### src/rtl/aes_spi_slave.sv
// SPI front end for an AES core: shifts in {dir, plaintext, key}, launches the
// core with a one-cycle start pulse, then shifts the 128-bit result back out MSB-first.
module aes_spi_slave #(
   parameter int K   = 128,
   parameter int INV = 2
) (
   input  logic           clk,
   input  logic           reset,
   input  logic           sck,
   input  logic           sdi,
   input  logic           load,
   output logic           sdo,
   output logic           done,
   output logic [K-1:0]   key,
   output logic [127:0]   plaintext,
   output logic           dec,
   output logic           start,
   input  logic           core_done,
   input  logic [127:0]   cyphertext
);

   localparam int TOTAL = (INV == 2) ? K + 136 : K + 128;
   localparam int CW    = $clog2(TOTAL + 1);
   localparam logic [CW-1:0] TOTAL_C = CW'(TOTAL);

   typedef enum logic [1:0] {ST_IDLE, ST_SHIFT_IN, ST_WAIT, ST_SHIFT_OUT} state_e;

   state_e             state_q, state_d;
   logic [CW-1:0]      cnt_q, cnt_d;
   logic [TOTAL-1:0]   sr_q, sr_d;
   logic [K-1:0]       key_q, key_d;
   logic [127:0]       pt_q, pt_d;
   logic [127:0]       out_q, out_d;
   logic               dec_q, dec_d;
   logic               start_q, start_d;
   logic               done_q, done_d;

   // Stage [1] is the synchronized level, stage [2] its previous value for edge detection.
   logic [2:0]         sck_sync_q;
   logic [2:0]         load_sync_q;
   logic [1:0]         sdi_sync_q;

   logic sck_rise, sck_fall, load_rise, load_fall, dec_frame;

   assign sck_rise  =  sck_sync_q[1]  & ~sck_sync_q[2];
   assign sck_fall  = ~sck_sync_q[1]  &  sck_sync_q[2];
   assign load_rise =  load_sync_q[1] & ~load_sync_q[2];
   assign load_fall = ~load_sync_q[1] &  load_sync_q[2];

   always_comb begin
      if (INV == 2) dec_frame = (sr_q[TOTAL-1 -: 8] == 8'hFF);
      else          dec_frame = (INV == 1);
   end

   // NOTE: every next-state signal gets its hold value first so no path leaves it
   // unassigned; otherwise a latch is inferred.
   always_comb begin
      state_d = state_q;
      cnt_d   = cnt_q;
      sr_d    = sr_q;
      key_d   = key_q;
      pt_d    = pt_q;
      dec_d   = dec_q;
      out_d   = out_q;
      done_d  = done_q;
      start_d = 1'b0;

      // A new frame strobe outranks everything, including a same-cycle sck edge.
      if (load_rise) begin
         state_d = ST_SHIFT_IN;
         cnt_d   = '0;
         done_d  = 1'b0;
         out_d   = '0;
      end else begin
         case (state_q)
            ST_SHIFT_IN: begin
               if (load_fall) begin
                  if (cnt_q == TOTAL_C) begin
                     key_d   = sr_q[K-1:0];
                     pt_d    = sr_q[K+127:K];
                     dec_d   = dec_frame;
                     start_d = 1'b1;
                     state_d = ST_WAIT;
                  end else begin
                     state_d = ST_IDLE;
                  end
               end else if (sck_rise) begin
                  sr_d = {sr_q[TOTAL-2:0], sdi_sync_q[1]};
                  if (cnt_q != TOTAL_C) cnt_d = cnt_q + CW'(1);
               end
            end
            ST_WAIT: begin
               if (core_done) begin
                  out_d   = cyphertext;
                  done_d  = 1'b1;
                  state_d = ST_SHIFT_OUT;
               end
            end
            ST_SHIFT_OUT: begin
               if (sck_fall) out_d = {out_q[126:0], 1'b0};
            end
            default: ;
         endcase
      end
   end

   // NOTE: sequential state uses non-blocking assignments so every register
   // samples pre-edge values regardless of statement order.
   always_ff @(posedge clk or posedge reset) begin
      if (reset) begin
         state_q     <= ST_IDLE;
         cnt_q       <= '0;
         sr_q        <= '0;
         key_q       <= '0;
         pt_q        <= '0;
         dec_q       <= 1'b0;
         out_q       <= '0;
         start_q     <= 1'b0;
         done_q      <= 1'b0;
         sck_sync_q  <= '0;
         load_sync_q <= '0;
         sdi_sync_q  <= '0;
      end else begin
         state_q     <= state_d;
         cnt_q       <= cnt_d;
         sr_q        <= sr_d;
         key_q       <= key_d;
         pt_q        <= pt_d;
         dec_q       <= dec_d;
         out_q       <= out_d;
         start_q     <= start_d;
         done_q      <= done_d;
         sck_sync_q  <= {sck_sync_q[1:0], sck};
         load_sync_q <= {load_sync_q[1:0], load};
         sdi_sync_q  <= {sdi_sync_q[0], sdi};
      end
   end

   assign sdo       = out_q[127];
   assign done      = done_q;
   assign key       = key_q;
   assign plaintext = pt_q;
   assign dec       = dec_q;
   assign start     = start_q;

endmodule

### config.mk
export PLATFORM = sky130hd
export DESIGN_NAME = aes_spi_slave
export DESIGN_NICKNAME = d
export VERILOG_FILES = /design/src/rtl/aes_spi_slave.sv
export SDC_FILE = /design/constraint.sdc
export NUM_CORES = 1
export LEC_CHECK = 0
export ABC_AREA = 1
export CORE_AREA = 2 2 319 258
export DETAILED_ROUTE_END_ITERATION = 6
export DIE_AREA = 0 0 321 260
export RECOVER_POWER = 50
export SLEW_MARGIN = 20
export SYNTH_ARGS = -nofsm -noshare
export SYNTH_HDL_FRONTEND = slang
export SYNTH_SLANG_ARGS = --single-unit
export TNS_END_PERCENT = 5
### constraint.sdc
create_clock -name clk -period 57.1 [get_ports clk]
set_input_delay 11.42 -clock clk [delete_from_list [all_inputs] [get_ports clk]]
set_output_delay 11.42 -clock clk [all_outputs]
set_load 0.02 [all_outputs]
==> key figures <==
Global routing
  • Vias in the first global route: 18,670
  • Largest net degree at the start of global routing: 232
  • GRT overflow: 0
  • Initial antenna violation count: 6
  • GRT Resource Usage Total: 15.57%
  • First-pass GRT wire length: 105,500 µm

CTS
  • Clock latency at the later pin of the worst-skew pair: 630 ps
  • TritonCTS Sinks: 670
  • Clock root buffer: clkbuf_16
  • CTS Buf Count: 73
  • Setup bufs post-CTS: 0
  • Clk pin slew, worst setup/hold paths: 60 ps
  • CTS Hold Bufs: 0
  • Clock buffer depth: 3
  • CTS resizes: 0
  • CTS tree: built
  • Htree depth: 3

Synth
  • Mapped Nets: 3,071
  • Seq/Total Area, Yosys: 60.34%
  • Yosys warns: 0
  • Post-Syn Instances: 2,932
  • Top post-synthesis cells by area: dfrtp_1, nand2_1, o21ai_2
  • Most area-hungry cell type in the Yosys netlist: dfrtp_1
  • Distinct cell type count after synthesis: 26
  • Register bit total from synthesis: 670
  • Share of the synthesized area in the top cell type: 60.34%
  • Mapped Area: 0.02779 mm²
  • Syn avg cell area: 9.477 µm²

Run status
  • Status: finished, violations left
  • Failing checks: capacitance limit, slew limit

Drt
  • DRT iter0 DRCs: 1,917
  • Via density per instance: 4.555
  • Via count: 19,780
  • Residual DRC: 0
  • Antenna Nets Post-Route: 0
  • Routed len/inst: 15.16 µm
  • Pre-Repair DR Iteration Count: 5
  • Routed WL: 65,800 µm

Critical path
  • Worst Path Arrival: 18,590 ps
  • Crit path max fanout: 159
  • Worst path required time: 57,730 ps
  • Worst Setup Start Kind: primary input
  • Critical Path End Type: asynchronous set/reset pin
  • Setup Crit Path Kind: primary input to asynchronous set/reset pin

Timing
  • Final Setup Violations: 0
  • RSZ-0062 raised after global routing: no
  • Fin crit period: 17,950 ps
  • Period utilization: 31.44%
  • Setup ws final: 39,150 ps
  • Final Max Tran Viols: 1,432
  • Final Hold Vio Count: 0
  • Worst Max-Slew Pin Slew: 8132 ps
  • Rel. slew slack: -442.1%
  • Total negative slack: 0 ps
  • Fmax: 0.05570 GHz
  • Fin Clk Skew: 23.32 ps

Placed design
  • I/O Buffers: 393
  • Routability cong.: 0.7738
  • Inst Count DP: 4,203
  • Detailed placement HPWL: 41,010 µm
  • Placement Setup Slack: 41,950 ps
  • Area post-placement: 0.03195 mm²

Die
  • Initial Util: 34.71%
  • Die X: 321 µm
  • # rows: 93
  • DIE AREA: 0.08346 mm²
  • Core footprint: 0.08006 mm²
  • Die Ht: 260 µm
  • Ports: 394

Run
  • Max_cap viols: 14

Layout
  • Non-Filler Instances: 4,341
  • Layout cells sized above 1: 4.286%
  • Final Cell Area: 0.03360 mm²
  • Commonest non-fill, non-tap cell in the layout: nand2_1
  • Finished Core Util: 41.97%
  • Most frequent cells in the layout: nand2_1, dfrtp_1, o21ai_0, clkdlybuf4s50_1, inv_1
  • Final net count: 3,372
  • Area delta synth->final: 20.92%

Worst hold path
  • Worst hold-check path type: flop to flop

Power and ir drop
  • Pleak: 0.01438 µW
  • Power density cells: 31.10 mW/mm²
  • Maximum VDD drop: 0.01796 mV
[cell usage after synthesis]
master / count
a21oi_1: 132
buf_1: 9
buf_2: 76
buf_4: 27
buf_6: 54
clkbuf_1: 19
dfrtp_1: 670
ha_1: 5
inv_1: 274
inv_2: 3
inv_4: 1
nand2_1: 825
nand2_2: 3
nand3_1: 18
nand3_4: 1
nand4_1: 4
nor2_1: 152
nor2_4: 1
nor2_8: 2
nor3_1: 2
o21ai_0: 301
o21ai_1: 139
o21ai_2: 211
or2_2: 1
xnor2_1: 1
xor2_1: 1
[critical path, stage by stage]
cell	delay (ps)
dlygate4sd3_1	550
clkinvlp_2	2650
clkbuf_1	2320
buf_6	730
buf_12	700
[area by class of cell]
type / count / area [µm²]
diodes: 6 / 15.01
clock buffers: 104 / 2093
clock inverters: 28 / 417.9
fillers: 8033 / 46460
inverters: 278 / 1049
multi-input cells: 1799 / 7890
flip-flops and latches: 670 / 16770
well taps: 1045 / 1308
repair buffers: 411 / 4060
[where the power goes]
part	internal [µW]	switching, µW	leakage [µW]
sequential	490	9.53	0.00918
clock	283	206	0.00122
combinational	21.1	35.8	0.00399
[sequential cells by signal, indices dropped and copies added, names as in the netlist]
| signal | count |
|---|---|
| done | 1 |
| sck_sync_q | 3 |
| state_q | 2 |
| out_q | 128 |
| sr_q | 264 |
| start | 1 |
| cnt_q | 9 |
| load_sync_q | 3 |
| sdi_sync_q | 2 |
| plaintext | 128 |
| key | 128 |
| dec | 1 |
[final timing paths]
path	slack [ps]	endpoint	from	cells after the start
hold reg to reg	350	sdi_sync_q[1]	sdi_sync_q[0]	0
min in group asynchronous	12700	key[84]	reset	2
setup reg to reg	43640	sr_q[113]	state_q[1]	6
max in group clk	41460	out_q[28]	core_done	6
hold / removal	350	sdi_sync_q[1]	sdi_sync_q[0]	0
setup / recovery	39150	out_q[79]	reset	5
[metrics by stage]
stage,total power (µW),hold WS (ps)
floorplan,547.8,331.2
global placement,565.6,337.3
CTS,1063,352.1
detailed placement,566.5,337.9
global route,1091,359.5
finish,1045,349.8
[layer usage]
layer	vias up	track usage (%)	part of all wire [%]
li1	9893	-	-
met1	9444	22.89	49
met4	0	5.179	2.3
met5	-	0	0
met2	340	22.57	44
met3	98	3.543	4.6
[kinds of logic (layout without fill, tap and decap cells)]
| kind of cell | Yosys count | count (layout) | synth area share [%] |
|---|---|---|---|
| xor gates and xnor gates | 2 | 2 | 0.06305 |
| AOI/OAI and AO/OA | 783 | 783 | 16.95 |
| buffers and inverters | 463 | 821 | 8.430 |
| DFF | 670 | 670 | 60.34 |
| and+or+nand+nor | 1009 | 1009 | 13.99 |
| adders and majority gates | 5 | 5 | 0.2252 |
| other | 0 | 6 | 0 |
(Power assumes the default switching activity.)
